===== src/rtl/riio_ibias_ctrl_pkg.sv =====
// Shared types and constants for the EG1D80V IO bias/bandgap control block.
// The state set, trim widths and default sequencing times all live here.
package riio_ibias_ctrl_pkg;

   typedef enum logic [2:0] {
      ST_OFF     = 3'd0,
      ST_STARTUP = 3'd1,
      ST_SETTLE  = 3'd2,
      ST_CHECK   = 3'd3,
      ST_READY   = 3'd4,
      ST_FAULT   = 3'd5
   } state_e;

   localparam int unsigned IBIAS_TRIM_W = 5;
   localparam int unsigned VBIAS_TRIM_W = 4;

   localparam int unsigned DEF_STARTUP_CYC = 16;
   localparam int unsigned DEF_SETTLE_CYC  = 256;
   localparam int unsigned DEF_TIMEOUT_CYC = 1024;
   localparam int unsigned DEF_CNT_W       = 12;

   function automatic logic f_is_busy(input state_e s);
      return (s == ST_STARTUP) || (s == ST_SETTLE) || (s == ST_CHECK);
   endfunction

endpackage


===== src/rtl/riio_sync2.sv =====
// Generic two-flop synchronizer with synchronous active-low reset.
module riio_sync2 #(
   parameter int unsigned WIDTH = 1
) (
   input  logic             i_clk,
   input  logic             i_rst_n,
   input  logic [WIDTH-1:0] i_d,
   output logic [WIDTH-1:0] o_q
);

   logic [WIDTH-1:0] r_meta;
   logic [WIDTH-1:0] r_sync;

   // two-stage resynchronisation of an asynchronous input
   always_ff @(posedge i_clk) begin
      if (!i_rst_n) begin
         r_meta <= {WIDTH{1'b0}};
         r_sync <= {WIDTH{1'b0}};
      end else begin
         r_meta <= i_d;
         r_sync <= r_meta;
      end
   end

   assign o_q = r_sync;

endmodule


===== src/rtl/riio_ibias_ctrl.sv =====
// Power-up sequencer for the IO bias/bandgap cell: enables, startup pulse,
// trim application, settle wait and qualification of the bandgap valid flag.
module riio_ibias_ctrl
   import riio_ibias_ctrl_pkg::*;
#(
   parameter int unsigned STARTUP_CYC = DEF_STARTUP_CYC,
   parameter int unsigned SETTLE_CYC  = DEF_SETTLE_CYC,
   parameter int unsigned TIMEOUT_CYC = DEF_TIMEOUT_CYC,
   parameter int unsigned CNT_W       = DEF_CNT_W
) (
   input  logic                    CLK_I,
   input  logic                    RSTN_I,
   input  logic                    REQ_IBIAS_I,
   input  logic                    REQ_VBIAS_I,
   input  logic [IBIAS_TRIM_W-1:0] TRIM_IBIAS_CFG_I,
   input  logic [VBIAS_TRIM_W-1:0] TRIM_VBIAS_CFG_I,
   input  logic                    TRIM_UPD_I,
   input  logic                    CLR_FAULT_I,
   input  logic                    BG_VALID_I,
   output logic                    EN_IBIAS_O,
   output logic                    EN_VBIAS_O,
   output logic                    BG_STARTUP_O,
   output logic [IBIAS_TRIM_W-1:0] TRIM_IBIAS_O,
   output logic [VBIAS_TRIM_W-1:0] TRIM_VBIAS_O,
   output logic                    READY_O,
   output logic                    BUSY_O,
   output logic                    FAULT_O
);

   localparam logic [CNT_W-1:0] L_CNT_ZERO   = {CNT_W{1'b0}};
   localparam logic [CNT_W-1:0] L_CNT_ONE    = CNT_W'(32'd1);
   localparam logic [CNT_W-1:0] L_STARTUP_LD = CNT_W'(STARTUP_CYC - 32'd1);
   localparam logic [CNT_W-1:0] L_SETTLE_LD  = CNT_W'(SETTLE_CYC - 32'd1);
   localparam logic [CNT_W-1:0] L_TIMEOUT_LD = CNT_W'(TIMEOUT_CYC - 32'd1);

   state_e                  r_state;
   state_e                  w_state_nxt;
   logic [CNT_W-1:0]        r_cnt;
   logic [CNT_W-1:0]        w_cnt_nxt;
   logic                    r_en_ibias;
   logic                    r_en_vbias;
   logic                    w_en_ibias_nxt;
   logic                    w_en_vbias_nxt;
   logic [IBIAS_TRIM_W-1:0] r_trim_ibias;
   logic [VBIAS_TRIM_W-1:0] r_trim_vbias;
   logic [IBIAS_TRIM_W-1:0] w_trim_ibias_nxt;
   logic [VBIAS_TRIM_W-1:0] w_trim_vbias_nxt;
   logic                    r_bg_startup;
   logic                    r_ready;
   logic                    r_busy;
   logic                    r_fault;
   logic                    w_vsync;
   logic                    w_req;
   logic                    w_cnt_zero;
   logic                    w_abort;
   logic                    w_en_diff;

   riio_sync2 #(
      .WIDTH (1)
   ) u_vsync (
      .i_clk   (CLK_I),
      .i_rst_n (RSTN_I),
      .i_d     (BG_VALID_I),
      .o_q     (w_vsync)
   );

   assign w_req      = REQ_IBIAS_I | REQ_VBIAS_I;
   assign w_cnt_zero = (r_cnt == L_CNT_ZERO);
   assign w_en_diff  = (REQ_IBIAS_I != r_en_ibias) || (REQ_VBIAS_I != r_en_vbias);
   // FAULT is deliberately excluded: only CLR_FAULT_I leaves it
   assign w_abort    = !w_req && (f_is_busy(r_state) || (r_state == ST_READY));

   // next-state, counter, enable and trim decode
   always_comb begin
      w_state_nxt      = r_state;
      w_cnt_nxt        = w_cnt_zero ? L_CNT_ZERO : (r_cnt - L_CNT_ONE);
      w_en_ibias_nxt   = r_en_ibias;
      w_en_vbias_nxt   = r_en_vbias;
      w_trim_ibias_nxt = r_trim_ibias;
      w_trim_vbias_nxt = r_trim_vbias;
      if (w_abort) begin
         w_state_nxt    = ST_OFF;
         w_cnt_nxt      = L_CNT_ZERO;
         w_en_ibias_nxt = 1'b0;
         w_en_vbias_nxt = 1'b0;
      end else begin
         case (r_state)
            ST_OFF: begin
               if (w_req) begin
                  w_state_nxt      = ST_STARTUP;
                  w_cnt_nxt        = L_STARTUP_LD;
                  w_en_ibias_nxt   = REQ_IBIAS_I;
                  w_en_vbias_nxt   = REQ_VBIAS_I;
                  w_trim_ibias_nxt = TRIM_IBIAS_CFG_I;
                  w_trim_vbias_nxt = TRIM_VBIAS_CFG_I;
               end else begin
                  w_cnt_nxt      = L_CNT_ZERO;
                  w_en_ibias_nxt = 1'b0;
                  w_en_vbias_nxt = 1'b0;
               end
            end
            ST_STARTUP: begin
               if (w_cnt_zero) begin
                  w_state_nxt = ST_SETTLE;
                  w_cnt_nxt   = L_SETTLE_LD;
               end else begin
                  w_state_nxt = ST_STARTUP;
               end
            end
            ST_SETTLE: begin
               if (w_cnt_zero) begin
                  w_state_nxt = ST_CHECK;
                  w_cnt_nxt   = L_TIMEOUT_LD;
               end else begin
                  w_state_nxt = ST_SETTLE;
               end
            end
            ST_CHECK: begin
               // a valid seen on the last timeout cycle still qualifies
               if (w_vsync) begin
                  w_state_nxt = ST_READY;
                  w_cnt_nxt   = L_CNT_ZERO;
               end else if (w_cnt_zero) begin
                  w_state_nxt    = ST_FAULT;
                  w_en_ibias_nxt = 1'b0;
                  w_en_vbias_nxt = 1'b0;
               end else begin
                  w_state_nxt = ST_CHECK;
               end
            end
            ST_READY: begin
               if (!w_vsync) begin
                  w_state_nxt    = ST_FAULT;
                  w_cnt_nxt      = L_CNT_ZERO;
                  w_en_ibias_nxt = 1'b0;
                  w_en_vbias_nxt = 1'b0;
               end else if (TRIM_UPD_I) begin
                  w_state_nxt      = ST_SETTLE;
                  w_cnt_nxt        = L_SETTLE_LD;
                  w_trim_ibias_nxt = TRIM_IBIAS_CFG_I;
                  w_trim_vbias_nxt = TRIM_VBIAS_CFG_I;
               end else if (w_en_diff) begin
                  w_state_nxt    = ST_SETTLE;
                  w_cnt_nxt      = L_SETTLE_LD;
                  w_en_ibias_nxt = REQ_IBIAS_I;
                  w_en_vbias_nxt = REQ_VBIAS_I;
               end else begin
                  w_state_nxt = ST_READY;
                  w_cnt_nxt   = L_CNT_ZERO;
               end
            end
            ST_FAULT: begin
               w_en_ibias_nxt = 1'b0;
               w_en_vbias_nxt = 1'b0;
               w_cnt_nxt      = L_CNT_ZERO;
               if (CLR_FAULT_I) begin
                  w_state_nxt = ST_OFF;
               end else begin
                  w_state_nxt = ST_FAULT;
               end
            end
            default: begin
               w_state_nxt    = ST_OFF;
               w_cnt_nxt      = L_CNT_ZERO;
               w_en_ibias_nxt = 1'b0;
               w_en_vbias_nxt = 1'b0;
            end
         endcase
      end
   end

   // state, counter and latched enable/trim registers
   always_ff @(posedge CLK_I) begin
      if (!RSTN_I) begin
         r_state      <= ST_OFF;
         r_cnt        <= L_CNT_ZERO;
         r_en_ibias   <= 1'b0;
         r_en_vbias   <= 1'b0;
         r_trim_ibias <= {IBIAS_TRIM_W{1'b0}};
         r_trim_vbias <= {VBIAS_TRIM_W{1'b0}};
      end else begin
         r_state      <= w_state_nxt;
         r_cnt        <= w_cnt_nxt;
         r_en_ibias   <= w_en_ibias_nxt;
         r_en_vbias   <= w_en_vbias_nxt;
         r_trim_ibias <= w_trim_ibias_nxt;
         r_trim_vbias <= w_trim_vbias_nxt;
      end
   end

   // status flags registered from the next state so they align with it
   always_ff @(posedge CLK_I) begin
      if (!RSTN_I) begin
         r_bg_startup <= 1'b0;
         r_busy       <= 1'b0;
         r_ready      <= 1'b0;
         r_fault      <= 1'b0;
      end else begin
         r_bg_startup <= (w_state_nxt == ST_STARTUP);
         r_busy       <= f_is_busy(w_state_nxt);
         r_ready      <= (w_state_nxt == ST_READY);
         r_fault      <= (w_state_nxt == ST_FAULT);
      end
   end

   assign EN_IBIAS_O   = r_en_ibias;
   assign EN_VBIAS_O   = r_en_vbias;
   assign BG_STARTUP_O = r_bg_startup;
   assign TRIM_IBIAS_O = r_trim_ibias;
   assign TRIM_VBIAS_O = r_trim_vbias;
   assign READY_O      = r_ready;
   assign BUSY_O       = r_busy;
   assign FAULT_O      = r_fault;

endmodule


===== config.mk =====
export PLATFORM = sky130hd
export DESIGN_NAME = riio_ibias_ctrl
export DESIGN_NICKNAME = d
export VERILOG_FILES = /design/src/rtl/riio_ibias_ctrl_pkg.sv /design/src/rtl/riio_sync2.sv /design/src/rtl/riio_ibias_ctrl.sv
export SDC_FILE = /design/constraint.sdc
export NUM_CORES = 1
export LEC_CHECK = 0
export CAP_MARGIN = 20
export CORE_ASPECT_RATIO = 0.6
export CORE_MARGIN = 3
export CORE_UTILIZATION = 45
export CTS_CLUSTER_SIZE = 30
export DETAILED_ROUTE_END_ITERATION = 7
export GPL_ROUTABILITY_DRIVEN = 1
export MAX_ROUTING_LAYER = met4
export PLACE_DENSITY = 0.71
export SYNTH_ARGS = -nofsm -noshare
export SYNTH_HDL_FRONTEND = slang
export SYNTH_HIERARCHICAL = 1
export SYNTH_SLANG_ARGS = --single-unit

===== constraint.sdc =====
create_clock -name CLK_I -period 3.3 [get_ports CLK_I]
set_input_delay 0.825 -clock CLK_I [delete_from_list [all_inputs] [get_ports CLK_I]]
set_output_delay 0.825 -clock CLK_I [all_outputs]
set_load 0.02 [all_outputs]

==> results of run 1 <==
==> where the power goes <==
part,leakage [nW],total (mW),switching [mW],internal (mW)
Combinational,0.476,0.961,0.524,0.438
Clock,0.0503,0.324,0.139,0.186
Sequential,0.263,0.611,0.119,0.491
Total,0.789,1.90,0.782,1.11
==> per-layer routing <==
layer | up-vias | wire length, um
met2 | 64 | 1670
li1 | 709 | -
met5 | - | 0
met4 | 0 | 46
met3 | 9 | 344
met1 | 693 | 1850
==> area by class of cell <==
| cell class | instances | area share |
|---|---|---|
| Clock buffer | 7 | 0.0476 |
| Inverter | 6 | 0.0111 |
| Multi-Input combinational cell | 139 | 0.443 |
| Sequential cell | 32 | 0.316 |
| Tap cell | 42 | 0.0260 |
| Timing Repair Buffer | 32 | 0.156 |
==> cells in the final DEF, fill, tap and decap left out, types with 2 or more instances in the layout <==
master                             n
sky130_fd_sc_hd__a31oi_1           2
sky130_fd_sc_hd__dfxtp_1          32
sky130_fd_sc_hd__nor3_1            3
sky130_fd_sc_hd__nor2b_1           9
sky130_fd_sc_hd__o21ai_0           6
sky130_fd_sc_hd__nand3_1           4
sky130_fd_sc_hd__inv_1             6
sky130_fd_sc_hd__nand2b_1          2
sky130_fd_sc_hd__buf_4             2
sky130_fd_sc_hd__xnor2_1           3
sky130_fd_sc_hd__a211oi_2          2
sky130_fd_sc_hd__clkdlybuf4s50_1  30
sky130_fd_sc_hd__a21oi_1          19
sky130_fd_sc_hd__nand2_1          17
sky130_fd_sc_hd__nor2_1           16
sky130_fd_sc_hd__and2_1            2
sky130_fd_sc_hd__nor3b_1           3
sky130_fd_sc_hd__nor4_1            2
sky130_fd_sc_hd__clkbuf_8          7
sky130_fd_sc_hd__xor2_1            6
sky130_fd_sc_hd__mux2i_1          13
sky130_fd_sc_hd__or4_1             2
sky130_fd_sc_hd__ha_1              2
sky130_fd_sc_hd__o21ai_1           2
sky130_fd_sc_hd__or2_2             3
sky130_fd_sc_hd__o31ai_1           2
==> registers in the layout (all words and copies together), names as in the netlist <==
name	flops
TRIM_VBIAS_O	4
READY_O	1
BUSY_O	1
u_vsync/o_q	1
EN_VBIAS_O	1
r_cnt	12
FAULT_O	1
r_state	3
u_vsync/r_meta	1
BG_STARTUP_O	1
EN_IBIAS_O	1
TRIM_IBIAS_O	5
==> metrics by stage <==
stage | util | power (mW) | hold WS [ns] | area [sq um] | std cells
after global placement | 0.623 | 1.52 | 0.416 | 1930 | 251
after detailed placement | 0.623 | 1.55 | 0.427 | 1930 | 251
after floorplan | - | 1.29 | 0.412 | 1580 | 184
final | 0.654 | 1.90 | 0.434 | 2020 | 258
after CTS | 0.654 | 1.89 | 0.437 | 2020 | 258
after global routing | 0.654 | 2.03 | 0.460 | 2020 | 258
==> cells by family after synthesis <==
group	synth area share
multiplexers	0.0822
adder cells (fa/ha/maj)	0.0158
flip-flops	0.405
buffers and inverters	0.0316
AND/OR/NAND/NOR	0.254
XOR/XNOR	0.0498
AO/OA/AOI/OAI	0.162
==> path summary, 6_finish.rpt <==
check | startpoint | endpoint | slack (ns) | cells after the start
max | r_cnt[0]$_SDFF_PP0_ | BUSY_O$_SDFF_PN0_ | 0.75 | 7
min | u_vsync/r_meta$_SDFF_PN0_ | u_vsync/o_q$_SDFF_PN0_ | 0.43 | 1
max reg2reg | r_cnt[0]$_SDFF_PP0_ | BUSY_O$_SDFF_PN0_ | 0.75 | 7
min reg2reg | u_vsync/r_meta$_SDFF_PN0_ | u_vsync/o_q$_SDFF_PN0_ | 0.43 | 1
==> critical path, stage by stage (launching register included) <==
cell,delay (ns)
sky130_fd_sc_hd__dfxtp_1,0.32
sky130_fd_sc_hd__inv_1,0.11
sky130_fd_sc_hd__ha_1,0.17
sky130_fd_sc_hd__or4b_1,0.49
sky130_fd_sc_hd__or4_1,0.57
sky130_fd_sc_hd__or3_4,0.43
sky130_fd_sc_hd__and3_4,0.19
sky130_fd_sc_hd__a211oi_2,0.19
==> summary.json, run 1 <==
{
  "syn-instance-count": 184,
  "globalRoute.busiestLayer": "met2",
  "drc_errors": 0,
  "tritoncts": "built",
  "setup_repair_after_global_routing_missed_its_margin": "no",
  "synth_nets": 202,
  "post_synth_main_area_contributors": "sky130_fd_sc_hd__dfxtp_1, sky130_fd_sc_hd__mux2i_1, sky130_fd_sc_hd__a21oi_1",
  "cts.clk_slew.worst_paths_ns": 0.07,
  "timing.final.max_slew_violations": 0,
  "power_per_cell_area_nw_per_um2": 937,
  "die_x_um": 82.6,
  "timing.setup.tns_ns": 0,
  "cts_resized": 0,
  "drtIter0Drc": 111,
  "core_sq_um": 3100,
  "io_buffers": 30,
  "fin_skew_ns": 0.00899,
  "hold_path_class": "flip-flop to flip-flop",
  "cts.sink_count": 32,
  "max_clock_freq_mhz": 393,
  "synth_commonest_cells": "sky130_fd_sc_hd__dfxtp_1, sky130_fd_sc_hd__a21oi_1, sky130_fd_sc_hd__nand2_1, sky130_fd_sc_hd__nor2_1, sky130_fd_sc_hd__mux2i_1",
  "number_of_buffers_added_by_the_clock_tree_synthesis_step": 5,
  "grt_pass1_vias": 1407,
  "finalSetupViolations": 0,
  "dr.pass1.iters": 4,
  "final-hold-violation-count": 0,
  "startpoint_to_endpoint_class_of_the_critical_path": "flip-flop to flip-flop",
  "critical_path.startpoint_type": "flip-flop",
  "antenna_found_initial": 0,
  "sequential_cell_area_sq_um": 641,
  "syn2layout_area_growth_pct": 27.9,
  "global_route_wire_length_before_repair_um": 6400,
  "final.min_clock_period_ns": 2.55,
  "ioPinCount": 31,
  "critPathArrivalTime_ns": 2.74,
  "yosys_warnings": 6,
  "synthDistinctLibCells": 45,
  "place_worst_setup_slack_ns": 0.551,
  "seq_area_frac_synth": 0.405,
  "met1_usage": 0.273,
  "htreeDepth": 2,
  "clock_path_buffers": 2,
  "gpl.final_weighted_congestion": 0.857,
  "biggest_area_consumer_among_synthesized_cells": "sky130_fd_sc_hd__dfxtp_1",
  "ys_dominant_reg_cell": "sky130_fd_sc_hd__dfxtp_1",
  "synth-seq-cells": 32,
  "hold_buffers": 0,
  "synth_top_area_frac": 0.405,
  "drt_wl_total_um": 3910,
  "chipHeight_um": 51.9,
  "drive_above_1_share": 0.0880,
  "synthesis.area_sq_um": 1580,
  "core.rowCount": 15,
  "nets": 234,
  "synth.avg_cell_area_sq_um": 8.60,
  "postRouteAntennaNets": 0,
  "leakage_nw": 0.789,
  "relSlewSlack": 0.370,
  "multi_input_comb_area_sq_um": 897,
  "worstPathMaxFanout": 6,
  "cts_post_setup_buffers_inserted": 0,
  "vdd_ir_drop_max_mv": 0.480,
  "gr-total-overflow": 0,
  "gr_layer_usage_met3": 0.0692,
  "route.detailed.vias_per_inst": 5.72,
  "synth-async-reset-ratio": 0,
  "grt_util_all_layers": 0.204,
  "cts-root-buf": "sky130_fd_sc_hd__clkbuf_8",
  "via_count": 1475,
  "initial_utilization": 0.511,
  "number_of_synthesized_flops_with_an_enable_pin": 0,
  "die_area_sq_um": 4290,
  "place.detailed.hpwl_um": 2930,
  "worstMarginPinSlew_ns": 0.943,
  "antenna-diode-count": 0,
  "worstPathRequired_ns": 3.50,
  "final_critical_path_setup_slack_ns": 0.755,
  "fillerInstances": 271,
  "gr-usage-met2": 0.298,
  "crit_path_end_kind": "flip-flop",
  "yosysMostFrequentCell": "sky130_fd_sc_hd__dfxtp_1",
  "maxCapViolCount": 0,
  "post-route-period-util": 0.771,
  "run_status": "finished, final reports clean",
  "maximum_number_of_pins_on_one_net_before_global_route_repair": 18,
  "wl_per_cell_um": 15.1,
  "clock_latency_of_the_later_clocked_register_in_the_worst_skew_pair_ns": 0.28
}
No activity file was read; power rests on OpenSTA's default activity.
==> run 2: changes to the inputs <==
Clock period 3.3 ns to 2.6 ns, I/O delays scaled along.
==> summary.json, run 2 (synthesis gave the netlist of run 1 again) <==
{
  "run_status": "finished, final reports clean",
  "mostFrequentLayoutCell": "sky130_fd_sc_hd__dfxtp_1",
  "power.total": {"value": 2.40, "unit": "mW", "change": "+26%"},
  "worstPathMaxFanout": {"value": 6, "change": "unchanged"},
  "place.detailed.hpwl": {"value": 2870, "unit": "um", "change": "-2.0%"},
  "hold_path_class": "flip-flop to flip-flop",
  "drt_wl_total": {"value": 3770, "unit": "um", "change": "-3.5%"},
  "dr.pass1.iters": {"value": 4, "change": "unchanged"},
  "drtIter0Drc": {"value": 125, "change": "+13%"},
  "htreeDepth": {"value": 2, "change": "unchanged"},
  "timing.final.max_slew_violations": {"value": 0, "change": "unchanged"},
  "grt_pass1_vias": {"value": 1320, "change": "-6.2%"},
  "via_count": {"value": 1416, "change": "-4.0%"},
  "io_buffers": {"value": 30, "change": "unchanged"},
  "final-hold-violation-count": {"value": 0, "change": "unchanged"},
  "place_inst": {"value": 253, "change": "+0.80%"},
  "cts.sink_count": {"value": 32, "change": "unchanged"},
  "clock_path_buffers": {"value": 2, "change": "unchanged"},
  "power_per_cell_area": {"value": 1180, "unit": "nW/um^2", "change": "+26%"},
  "maximum_number_of_pins_on_one_net_before_global_route_repair": {"value": 18, "change": "unchanged"},
  "fin_skew": {"value": 0.00215, "unit": "ns", "change": "-0.00685 ns"},
  "gr-total-overflow": {"value": 0, "change": "unchanged"},
  "setup_repair_after_global_routing_missed_its_margin": "yes",
  "layout.cells.most_common_list": "sky130_fd_sc_hd__dfxtp_1, sky130_fd_sc_hd__clkdlybuf4s50_1, sky130_fd_sc_hd__a21oi_1, sky130_fd_sc_hd__nand2_1, sky130_fd_sc_hd__nor2_1",
  "post_layout_nonfiller_instances": {"value": 261, "change": "+1.2%"},
  "cts_post_setup_buffers_inserted": {"value": 0, "change": "unchanged"},
  "finalSetupViolations": {"value": 0, "change": "unchanged"},
  "grt_util_all_layers": {"value": 0.204, "change": "-0.000456"},
  "postRouteAntennaNets": {"value": 0, "change": "unchanged"},
  "fillerInstances": {"value": 256, "change": "-5.5%"},
  "gpl.final_weighted_congestion": {"value": 0.848, "change": "-1.1%"},
  "critical-path-slowest-cell": "sky130_fd_sc_hd__or4_1",
  "relSlewSlack": {"value": 0.352, "change": "-0.0181"},
  "hold_buffers": {"value": 0, "change": "unchanged"},
  "ioPinCount": {"value": 31, "change": "unchanged"},
  "clock_latency_of_the_later_clocked_register_in_the_worst_skew_pair": {"value": 0.28, "unit": "ns", "change": "about the same"},
  "crit_path_end_kind": "flip-flop",
  "antenna_found_initial": {"value": 0, "change": "unchanged"},
  "number_of_buffers_added_by_the_clock_tree_synthesis_step": {"value": 5, "change": "unchanged"},
  "cts.clk_slew.worst_paths": {"value": 0.07, "unit": "ns", "change": "about the same"},
  "multi_input_comb_area": {"value": 897, "unit": "sq um", "change": "unchanged"},
  "cts-root-buf": "sky130_fd_sc_hd__clkbuf_8",
  "critPathMaxStageDelay": {"value": 0.57, "unit": "ns", "change": "about the same"},
  "worstMarginPinSlew": {"value": 0.970, "unit": "ns", "change": "+0.0271 ns"},
  "drive_above_1_share": {"value": 0.100, "change": "+0.0125"},
  "drc_errors": {"value": 0, "change": "unchanged"},
  "cts_resized": {"value": 0, "change": "unchanged"},
  "maxCapViolCount": {"value": 0, "change": "unchanged"},
  "initial_utilization": {"value": 0.511, "change": "unchanged"},
  "leakage": {"value": 0.799, "unit": "nW", "change": "+1.3%"},
  "largest_reg_flops": {"value": 12, "change": "unchanged"},
  "die_area": {"value": 4290, "unit": "sq um", "change": "unchanged"},
  "chipHeight": {"value": 51.9, "unit": "um", "change": "unchanged"},
  "sequential_cell_area": {"value": 641, "unit": "sq um", "change": "unchanged"},
  "die_x": {"value": 82.6, "unit": "um", "change": "unchanged"},
  "critPathArrivalTime": {"value": 2.75, "unit": "ns", "change": "about the same"},
  "route.detailed.vias_per_inst": {"value": 5.43, "change": "-5.1%"},
  "vdd_ir_drop_max": {"value": 0.686, "unit": "mV", "change": "+43%"},
  "cp_cell_sequence": "inv_1, ha_1, or4b_1, or4_1, or3_4, and3_4, a211oi_2",
  "worstPathRequired": {"value": 2.81, "unit": "ns", "change": "-0.69 ns"},
  "nets": {"value": 236, "change": "+0.85%"},
  "critical_path.startpoint_type": "flip-flop",
  "core": {"value": 3100, "unit": "sq um", "change": "unchanged"},
  "max_clock_freq": {"value": 393, "unit": "MHz", "change": "about the same"},
  "whs": {"value": 0.445, "unit": "ns", "change": "+0.0111 ns"},
  "startpoint_to_endpoint_class_of_the_critical_path": "flip-flop to flip-flop",
  "global_route_wire_length_before_repair": {"value": 6290, "unit": "um", "change": "-1.6%"},
  "post-route-period-util": {"value": 0.978, "change": "+0.207"},
  "wl_per_cell": {"value": 14.4, "unit": "um", "change": "-4.6%"},
  "tritoncts": "built",
  "final.min_clock_period": {"value": 2.54, "unit": "ns", "change": "-0.00157 ns"},
  "core.rowCount": {"value": 15, "change": "unchanged"},
  "largest_register": "r_cnt",
  "antenna-diode-count": {"value": 0, "change": "unchanged"},
  "timing.setup.tns": {"value": 0, "unit": "ns", "change": "unchanged"},
  "syn2layout_area_growth_pct": 28.6
}
run 2: cell types whose count changed in the layout (fill, tap and decap cells not counted), sizes merged:
cell,before,now
clkinv,0,2
clkbuf,7,6
buf,2,4
run 2: power breakdown:
part	internal (mW)	total (mW)	switching [mW]
Clock	0.211	0.392	0.181
Combinational	0.570	1.23	0.661
Sequential	0.623	0.772	0.149
Total	1.40	2.40	0.991
run 2: layout make-up:
type	instances	share of cell area
sequential	32	0.315
clock inverter	2	0.00492
multi-input combinational	139	0.441
timing repair buffer	34	0.162
tap	42	0.0258
clock buffer	6	0.0406
inverter	6	0.0111
run 2: through the flow:
step           setup WS, ns  area, sq um   util
2_1_floorplan         0.280         1580      -
3_3_place_gp         0.0394         1940  0.627
3_5_place_dp         0.0201         1940  0.627
4_1_cts              0.0777         2040  0.657
5_1_grt             -0.0386         2040  0.657
6_report             0.0563         2040  0.657
run 2: worst paths after layout:
path | endpoint | slack, ns | cells after the start | from
max | BUSY_O$_SDFF_PN0_ | 0.06 | 7 | r_cnt[0]$_SDFF_PP0_
min | u_vsync/o_q$_SDFF_PN0_ | 0.45 | 1 | u_vsync/r_meta$_SDFF_PN0_
max reg2reg | BUSY_O$_SDFF_PN0_ | 0.06 | 7 | r_cnt[0]$_SDFF_PP0_
min reg2reg | u_vsync/o_q$_SDFF_PN0_ | 0.45 | 1 | u_vsync/r_meta$_SDFF_PN0_
run 2: worst max-delay path, delay by kind of cell, from the launching register on:
kind,cells,cell delay (ns)
buf+inv,1,0.10
compound gates,1,0.19
fa+ha+maj,1,0.17
flops,1,0.32
simple gates,4,1.68
run 2: routing by layer:
metal	GRT usage	routed length, um	up-vias
li1	-	-	723
met1	0.303	2010	642
met2	0.259	1510	48
met3	0.0623	224	3
met4	0.0571	22	0
met5	-	0	-
